<file path="config.mk">
export PLATFORM = sky130hd
export DESIGN_NAME = mem_port_arbiter
export DESIGN_NICKNAME = d
export VERILOG_FILES = /design/src/rtl/mem_arb_pkg.sv /design/src/rtl/mem_arb_select.sv /design/src/rtl/mem_port_arbiter.sv
export SDC_FILE = /design/constraint.sdc
export NUM_CORES = 1
export LEC_CHECK = 0
export BUFFER_PORTS_ARGS = -buffer_cell sky130_fd_sc_hd__buf_2
export CAP_MARGIN = 15
export CORE_MARGIN = 4
export CORE_UTILIZATION = 45
export DETAILED_ROUTE_END_ITERATION = 12
export PLACE_DENSITY = 0.79
export SYNTH_ARGS = -nofsm -noshare
export SYNTH_HDL_FRONTEND = slang
export SYNTH_HIERARCHICAL = 1
export SYNTH_SLANG_ARGS = --single-unit
</file>
<file path="constraint.sdc">
create_clock -name CLK -period 3.8 [get_ports CLK]
set_input_delay 0.76 -clock CLK [delete_from_list [all_inputs] [get_ports CLK]]
set_output_delay 0.76 -clock CLK [all_outputs]
set_load 0.01 [all_outputs]
</file>
<file path="src/rtl/mem_arb_pkg.sv">
// Shared types for the memory-port arbiter: FSM state, grant encoding and the
// width helper for the fetch-starvation counter.
// No ports; imported by mem_port_arbiter and mem_arb_select.

package mem_arb_pkg;

  // Transaction sequencer states. WAIT spans the memory read latency.
  typedef enum logic [1:0] {
    IDLE  = 2'd0,
    ISSUE = 2'd1,
    WAIT  = 2'd2,
    RESP  = 2'd3
  } state_t;

  // Which client owns the memory port for the current transaction.
  typedef enum logic [1:0] {
    GNT_NONE  = 2'd0,
    GNT_FETCH = 2'd1,
    GNT_LOAD  = 2'd2,
    GNT_STORE = 2'd3
  } grant_t;

  // Bits needed to hold 0..starve_max inclusive.
  function automatic int starve_cnt_w(input int starve_max);
    return $clog2(starve_max + 1);
  endfunction

endpackage

</file>
<file path="src/rtl/mem_arb_select.sv">
// Combinational winner selection for the memory-port arbiter.
// Ports: i_fetch_vld/i_ld_vld/i_st_vld request strobes, i_starve_cnt current
//   fetch-starvation count, i_state sequencer state; o_grant is the winner.
// A winner is only produced while the port can take a new transaction
// (IDLE, or RESP for back-to-back service). Fixed priority store > load >
// fetch, except that a fetch which has waited out STARVE_MAX data grants wins.

module mem_arb_select
  import mem_arb_pkg::*;
#(
  parameter int STARVE_MAX = 4,
  parameter int SC_W       = starve_cnt_w(STARVE_MAX)
) (
  input  logic            i_fetch_vld,
  input  logic            i_ld_vld,
  input  logic            i_st_vld,
  input  logic [SC_W-1:0] i_starve_cnt,
  input  state_t          i_state,
  output grant_t          o_grant
);

  logic w_open;
  logic w_starved;

  assign w_open    = (i_state == IDLE) || (i_state == RESP);
  assign w_starved = i_fetch_vld && (i_starve_cnt == SC_W'(STARVE_MAX));

  always_comb begin
    o_grant = GNT_NONE;
    if (w_open) begin
      if (w_starved) begin
        o_grant = GNT_FETCH;
      end else if (i_st_vld) begin
        o_grant = GNT_STORE;
      end else if (i_ld_vld) begin
        o_grant = GNT_LOAD;
      end else if (i_fetch_vld) begin
        o_grant = GNT_FETCH;
      end
    end
  end

endmodule

</file>
<file path="src/rtl/mem_port_arbiter.sv">
// Shares one single-port memory between instruction fetch, data load and
// data store. One transaction in flight at a time: accept (cycle A), ISSUE
// (A+1, mem_en pulse), WAIT (MEM_LAT cycles), RESP (A+2+MEM_LAT, response
// strobe to the granted client; a new accept may happen in this cycle).
// Ports:
//   CLK, RESET          clock and asynchronous active-low reset
//   fetch_*             fetch request (valid/ready/addr) and response (rvalid/rdata)
//   ld_*                data-load request and response, same shape as fetch_*
//   st_*                store request (valid/ready/addr/data) and st_ack strobe
//   mem_*               memory strobe, write enable, address, write/read data
//   busy                transaction in flight

module mem_port_arbiter
  import mem_arb_pkg::*;
#(
  parameter int ADDR_W     = 32,
  parameter int DATA_W     = 32,
  parameter int MEM_LAT    = 1,
  parameter int STARVE_MAX = 4
) (
  input  logic              CLK,
  input  logic              RESET,

  input  logic              fetch_valid,
  output logic              fetch_ready,
  input  logic [ADDR_W-1:0] fetch_addr,
  output logic              fetch_rvalid,
  output logic [DATA_W-1:0] fetch_rdata,

  input  logic              ld_valid,
  output logic              ld_ready,
  input  logic [ADDR_W-1:0] ld_addr,
  output logic              ld_rvalid,
  output logic [DATA_W-1:0] ld_rdata,

  input  logic              st_valid,
  output logic              st_ready,
  input  logic [ADDR_W-1:0] st_addr,
  input  logic [DATA_W-1:0] st_data,
  output logic              st_ack,

  output logic              mem_en,
  output logic              mem_we,
  output logic [ADDR_W-1:0] mem_addr,
  output logic [DATA_W-1:0] mem_wdata,
  input  logic [DATA_W-1:0] mem_rdata,

  output logic              busy
);

  localparam int SC_W  = starve_cnt_w(STARVE_MAX);
  // MEM_LAT is at most 4, so the WAIT down-counter never exceeds 3.
  localparam int LAT_W = 3;

  state_t              r_state;
  logic [LAT_W-1:0]    r_lat_cnt;
  logic [SC_W-1:0]     r_starve_cnt;
  grant_t              r_grant;
  logic [ADDR_W-1:0]   r_addr;
  logic [DATA_W-1:0]   r_wdata;
  logic                r_we;
  logic                r_fetch_rvalid;
  logic                r_ld_rvalid;
  logic                r_st_ack;
  logic [DATA_W-1:0]   r_fetch_rdata;
  logic [DATA_W-1:0]   r_ld_rdata;

  grant_t              w_grant;
  logic                w_accept;
  logic [ADDR_W-1:0]   w_sel_addr;
  logic [SC_W-1:0]     w_starve_nxt;

  mem_arb_select #(
    .STARVE_MAX (STARVE_MAX),
    .SC_W       (SC_W)
  ) u_select (
    .i_fetch_vld  (fetch_valid),
    .i_ld_vld     (ld_valid),
    .i_st_vld     (st_valid),
    .i_starve_cnt (r_starve_cnt),
    .i_state      (r_state),
    .o_grant      (w_grant)
  );

  // Ready is held low while RESET is asserted so the handshake is quiet
  // even if a requester keeps valid high through reset.
  assign fetch_ready = RESET && (w_grant == GNT_FETCH);
  assign ld_ready    = RESET && (w_grant == GNT_LOAD);
  assign st_ready    = RESET && (w_grant == GNT_STORE);
  assign w_accept    = (w_grant != GNT_NONE);

  always_comb begin
    w_sel_addr = '0;
    case (w_grant)
      GNT_FETCH: w_sel_addr = fetch_addr;
      GNT_LOAD:  w_sel_addr = ld_addr;
      GNT_STORE: w_sel_addr = st_addr;
      default:   w_sel_addr = '0;
    endcase
  end

  // Starvation count seen by the next arbitration. Only a data grant while
  // fetch is waiting moves it up; anything else means fetch is not being
  // held off, so it restarts from zero.
  always_comb begin
    w_starve_nxt = r_starve_cnt;
    if ((w_grant == GNT_FETCH) || !fetch_valid) begin
      w_starve_nxt = '0;
    end else if (r_starve_cnt != SC_W'(STARVE_MAX)) begin
      w_starve_nxt = r_starve_cnt + SC_W'(1);
    end
  end

  always_ff @(posedge CLK or negedge RESET) begin
    if (!RESET) begin
      r_state        <= IDLE;
      r_lat_cnt      <= '0;
      r_starve_cnt   <= '0;
      r_grant        <= GNT_NONE;
      r_addr         <= '0;
      r_wdata        <= '0;
      r_we           <= 1'b0;
      r_fetch_rvalid <= 1'b0;
      r_ld_rvalid    <= 1'b0;
      r_st_ack       <= 1'b0;
      r_fetch_rdata  <= '0;
      r_ld_rdata     <= '0;
    end else begin
      // Response strobes are single-cycle pulses.
      r_fetch_rvalid <= 1'b0;
      r_ld_rvalid    <= 1'b0;
      r_st_ack       <= 1'b0;

      // Accepts only occur in IDLE or RESP (gated inside the selector).
      if (w_accept) begin
        r_grant      <= w_grant;
        r_addr       <= w_sel_addr;
        r_we         <= (w_grant == GNT_STORE);
        r_wdata      <= (w_grant == GNT_STORE) ? st_data : '0;
        r_starve_cnt <= w_starve_nxt;
      end

      case (r_state)
        IDLE: begin
          if (w_accept) begin
            r_state <= ISSUE;
          end
        end
        ISSUE: begin
          r_state   <= WAIT;
          r_lat_cnt <= LAT_W'(MEM_LAT - 1);
        end
        WAIT: begin
          // Last WAIT cycle is the one where mem_rdata is valid.
          if (r_lat_cnt == '0) begin
            r_state <= RESP;
            case (r_grant)
              GNT_FETCH: begin
                r_fetch_rdata  <= mem_rdata;
                r_fetch_rvalid <= 1'b1;
              end
              GNT_LOAD: begin
                r_ld_rdata  <= mem_rdata;
                r_ld_rvalid <= 1'b1;
              end
              GNT_STORE: r_st_ack <= 1'b1;
              default: ;
            endcase
          end else begin
            r_lat_cnt <= r_lat_cnt - LAT_W'(1);
          end
        end
        RESP: begin
          r_state <= w_accept ? ISSUE : IDLE;
        end
        default: r_state <= IDLE;
      endcase
    end
  end

  assign mem_en       = (r_state == ISSUE);
  assign mem_we       = r_we;
  assign mem_addr     = r_addr;
  assign mem_wdata    = r_wdata;
  assign busy         = (r_state != IDLE);

  assign fetch_rvalid = r_fetch_rvalid;
  assign fetch_rdata  = r_fetch_rdata;
  assign ld_rvalid    = r_ld_rvalid;
  assign ld_rdata     = r_ld_rdata;
  assign st_ack       = r_st_ack;

endmodule

</file>
# After elaboration in Yosys (flattened, before gate mapping)
# Index checks and enable logic that the tools add are counted.
totals:
  reg_bits: 142
  inputBits: 165
  elab_cells: 70
op_classes:
  n_eq_ne: 14
  add_sub_neg: 2
  muxes: 24
  reduce_logical: 18
ops:
  columns: ["cell", "n"]
  rows:
  - ["$pmux W32 S3", 1]
  - ["$mux W32", 1]
  - ["$eq A2 B2 Y1 const B", 6]
  - ["$mux W2", 6]
  - ["$mux W1", 11]
  - ["$mux W3", 3]
  - ["$pmux W2 S4", 1]
  - ["$reduce_bool A2 Y1", 4]
  - ["$eq A2 B1 Y1 const B", 3]
  - ["$ne A2 B2 Y1 const B", 3]
  - ["$pmux W3 S2", 1]
  - ["$reduce_and A2 Y1", 3]
  - ["$reduce_and A3 Y1", 2]
  - ["$logic_and A1 B1 Y1", 4]
  - ["$add A3 B1 Y3 const B", 1]
  - ["$eq A3 B3 Y1 const B", 1]
  - ["$logic_not A3 Y1", 1]
  - ["$ne A3 B3 Y1 const B", 1]
  - ["$sub A3 B1 Y3 const B", 1]
  - ["$logic_not A2 Y1", 1]
  - ["$logic_or A1 B1 Y1", 2]
  - ["$logic_not A1 Y1", 1]

# Logic depth before layout (Yosys ltp)
logic_depth:
  word_depth: 9
  mapped_depth: 8
  mapped_depth_nobuf: 6

# Hierarchy
# The synthesis kept the hierarchy.
by_module_without_submodules:
  columns: ["mod", "n_inst", "cells_each", "seq_area_each_um2", "area_per_inst_um2"]
  rows:
  - ["mem_port_arbiter", 1, 350, 3553.4, 5931.9]
  - ["mem_arb_select", 1, 7, 0.0, 52.6]

# Worst setup path after synthesis
# No wires, ideal clock.
synth_path:
  path_kind: "input to output"
  startpoint: "input port fetch_valid"
  endpoint: "output port fetch_ready"
  n_path_buf: 2
  path_stages: 6
  slack_ns: 1.318
  t_required_ns: 3.040
  arrival_ns: 1.722
  path_cell_list: "nand4bb_1 > nor3b_2 > buf_2 > buf_2 > inv_1 > and3_1"
synth_lines:
  columns: ["item", "line_no", "rtl"]
  rows:
  - ["start: declaration", "mem_port_arbiter.sv:24", "input logic fetch_valid,"]
  - ["$logic_and A1 B1 Y1", "mem_arb_select.sv:26", "assign w_starved = i_fetch_vld && (i_starve_cnt == SC_W'(STARVE_MAX));"]
  - ["$mux W2", "mem_arb_select.sv:31", "if (w_starved) begin"]
  - ["$mux W2", "mem_arb_select.sv:30", "if (w_open) begin"]
  - ["named net w_grant[1]", "mem_port_arbiter.sv:68", "grant_t w_grant;"]
  - ["$eq A2 B1 Y1", "mem_port_arbiter.sv:87", "assign fetch_ready = RESET && (w_grant == GNT_FETCH);"]
  - ["$logic_and A1 B1 Y1", "mem_port_arbiter.sv:87", null]
  - ["end: declaration", "mem_port_arbiter.sv:25", "output logic fetch_ready,"]
# The timed path passes the listed nets, and every way through them passes these cells.

# Final worst setup path
layout_path:
  startpoint: "register r_state[1]"
  endpoint: "output port fetch_ready"
layout_between:
  elab_chain_cells: 5
layout_rtl:
  columns: ["item", "line_no", "rtl"]
  rows:
  - ["start: declaration", "mem_port_arbiter.sv:55", "state_t r_state;"]
  - ["start signal: assignment", "mem_port_arbiter.sv:174", "r_state <= w_accept ? ISSUE : IDLE;"]
  - ["$eq A2 B2 Y1 / $logic_not A2 Y1 (equally long branches)", "mem_arb_select.sv:25", "assign w_open = (i_state == IDLE) || (i_state == RESP);"]
  - ["$logic_or A1 B1 Y1 (*)", "mem_arb_select.sv:25", null]
  - ["$mux W2 (*)", "mem_arb_select.sv:30", null]
  - ["named net w_grant[1]", "mem_port_arbiter.sv:68", null]
  - ["$eq A2 B1 Y1 (*)", "mem_port_arbiter.sv:87", null]
  - ["$logic_and A1 B1 Y1 (*)", "mem_port_arbiter.sv:87", null]
# Mark *: on every way through the listed nets, which the timed path passes. The rest lies on a longest branch.

==> results.sh <==
export IMPL_syn_area_um2=5980
export IMPL_ys_ff_latch=142
export IMPL_syn_mean_instance_area_um2=16.8
export IMPL_multiInputGateArea_um2=2270
export IMPL_seq_power_share_pct=33.1
export IMPL_synth_top_area_cell="dfrtp_1"
export IMPL_ff2ff_setup_slack_ns=1.38
export IMPL_io_pins=302
export IMPL_via_count=4313
export IMPL_gr_usage_all_layers_pct=21.5
export IMPL_met1_length_mm=5.74
export IMPL_hold_buffers=0
export IMPL_numCtsBuffers=17
export IMPL_via_per_inst=5.09
export IMPL_htree_levels=4
export IMPL_power_density_nw_per_um2=916
export IMPL_drtPass1Iterations=4
export IMPL_power_mw=7.66
export IMPL_die_w_um=123
export IMPL_rows=41
export IMPL_area_growth_pct=39.6
export IMPL_synth_seq_area_share_pct=59.4
export IMPL_swShare_pct=32.9
export IMPL_fin_crit_ns=2.80
export IMPL_yosysMostFrequentCell="dfrtp_1"
export IMPL_synth_async_reset_ratio_pct=100
export IMPL_setup_tns_ns=0
export IMPL_synth_edf_count=0
export IMPL_clock_latency_ns=0.41
export IMPL_grt_max_degree=52
export IMPL_cp_data_required_time_ns=3.04
export IMPL_cp_max_fo=11
export IMPL_rr_startpoint="r_state[1]$_DFFE_PN0P_"
export IMPL_met3_length_mm=1.42
export IMPL_overflow=0
export IMPL_drc_errors=0
export IMPL_cap_violations=0
export IMPL_cts_resized=0
export IMPL_switchingPower_mw=2.52
export IMPL_min_path_type="in2async"
export IMPL_startpoint_type="flop"
export IMPL_regArea_um2=3550
export IMPL_coreArea_um2=12800
export IMPL_drt_iter0_drc=179
export IMPL_cts_tree="done"
export IMPL_peakVddDrop_v=0.000376
export IMPL_rr_endpoint="r_starve_cnt[0]$_DFFE_PN0P_"
export IMPL_status="finished, final reports clean"
export IMPL_fin_nets=836
export IMPL_antenna_left=0
export IMPL_rsz0062_at_grt="no"
export IMPL_top_layer_used="met4"
export IMPL_leakage_nw=4.34
export IMPL_drive_above_1_share_pct=65.8
export IMPL_hpwl_mm=12.4
export IMPL_clock_sinks=142
export IMPL_root_buffer="clkbuf_16"
export IMPL_slew_headroom_pct=57.2
export IMPL_synth_distinct_cells=35
export IMPL_synthDominantCellAreaShare_pct=59.4
export IMPL_clkTransAtPathRegs_ns=0.06
export IMPL_hold_viol_final=0
export IMPL_fmax_ghz=0.357
export IMPL_timing_final_crit_share_pct=73.7
export IMPL_comb_power_share_pct=42.5
export IMPL_grt_pass1_wl_mm=24.5
export IMPL_gp_congestion=0.870
export IMPL_placed_cell_area_um2=7680
export IMPL_p_int_mw=5.14
export IMPL_dieArea_um2=15200
export IMPL_end_kind="output port"
export IMPL_synth_common_cells="dfrtp_1 (142), mux2_2 (36), a22o_1 (34)"
export IMPL_synth_cells=357
export IMPL_die_h_um=123
export IMPL_antenna_found_initial=1
export IMPL_r2r_cells=6
export IMPL_ys_warn_count=6
export IMPL_post_drt_wl_per_cell_um=19.2
export IMPL_fin_skew_ns=0.00864
export IMPL_cp_startpoint="r_state[1]$_DFFE_PN0P_"
export IMPL_clk_path_buf_depth=2
export IMPL_synth_net_count=531
export IMPL_wl_met2_mm=8.82
export IMPL_fin_area_um2=8360
export IMPL_synthTopCellsByArea="dfrtp_1 (59%), mux4_2 (12%), mux2_4 (7.3%), mux2_2 (6.8%), a22o_1 (5.0%)"
export IMPL_critPathKind="reg2out"
export IMPL_tightestPinTransition_ns=0.642
export IMPL_crit_arrival_ns=2.04
export IMPL_setup_viol=0
export IMPL_grt_pass1_vias=4770
export IMPL_clkPwrFrac_pct=24.3
export IMPL_start_util_pct=46.7
export IMPL_report_final_slew_viol_count=0
export IMPL_io_buffers=301
export IMPL_fill_cells=957
export IMPL_cts_setup_buffers=0
export IMPL_wl_mm=16.3
export IMPL_ys_flop_type="dfrtp_1"
[per-stage QoR]
| stage | hold WS (ns) | instances | utilization [%] | worst slack, ns |
|---|---|---|---|---|
| 3_3_place_gp | 0.457 | 814 | 59.7 | 1.08 |
| 4_1_cts | 0.264 | 847 | 65.1 | 0.973 |
| 5_1_grt | 0.286 | 848 | 65.2 | 0.872 |
| 6_report | 0.266 | 848 | 65.2 | 0.998 |
| 2_1_floorplan | 0.464 | 357 | - | 1.32 |
| 3_5_place_dp | 0.460 | 815 | 59.9 | 1.03 |
[cell type report]
class,count,share of cell area (%)
inverter,14,0.629
multi-input combinational,179,27.1
antenna,1,0.0299
clock buffer,21,5.63
timing repair buffer,308,19.0
sequential,142,42.5
tap,172,2.58
clock inverter,11,2.43
[flip-flops by register name (all words and copies together), names as in the netlist]
register / flops
r_starve_cnt: 3
fetch_rvalid: 1
r_grant: 2
fetch_rdata: 32
r_lat_cnt: 3
ld_rvalid: 1
ld_rdata: 32
st_ack: 1
mem_wdata: 32
mem_we: 1
mem_addr: 32
r_state: 2
[worst max-delay path, cell delays in order, from the launching register on]
cell and delay (ns):
dfrtp_1 0.44, xor2_1 0.25, nor3b_4 0.50, inv_1 0.13
and3_1 0.17, buf_2 0.13
[cell families after synthesis]
family | after synthesis | synth area share, %
flip-flops | 142 | 59.4
multiplexers | 100 | 26.6
AO/OA/AOI/OAI | 49 | 6.67
buffers and inverters | 36 | 3.12
AND/OR/NAND/NOR | 20 | 2.20
adder cells (fa/ha/maj) | 9 | 1.88
XOR/XNOR | 1 | 0.146
[power groups by stage]
stage                     combinational [mW]  clock (mW)  sequential (mW)
after floorplan                         1.89           0             2.80
after global placement                  3.19           0             2.52
after detailed placement                3.31           0             2.54
after CTS                               3.31        1.90             2.54
after global routing                    3.53        1.97             2.60
final                                   3.26        1.86             2.54
[how the worst max path moves through the flow]
stage | to | depth (start not counted)
4_1_cts | fetch_ready | 5
2_1_floorplan | fetch_ready | 6
6_report | fetch_ready | 5
5_1_grt | fetch_ready | 5
3_3_place_gp | fetch_ready | 6
3_5_place_dp | fetch_ready | 6
[routing by layer]
| layer | vias up | GRT usage, % |
|---|---|---|
| li1 | 1949 | - |
| met4 | 0 | 8.44 |
| met1 | 2145 | 22.5 |
| met2 | 200 | 39.6 |
| met5 | - | 0 |
| met3 | 19 | 7.04 |
[cell usage in the layout (no fill, tap or decap), types with 2 or more instances in the layout]
cell,instances
buf_2,300
dfrtp_1,142
mux2_2,36
a22o_1,34
mux4_2,32
mux2_4,29
clkbuf_16,17
inv_1,14
ha_1,9
bufinv_16,5
buf_4,5
nand2_1,4
nor2_1,4
clkinv_4,4
a21oi_1,3
clkbuf_8,3
and3_1,2
nand2b_1,2
mux2i_1,2
o21ai_0,2
a21o_1,2
inv_6,2
buf_12,2
Note: power is estimated with default switching activity, not from simulation.
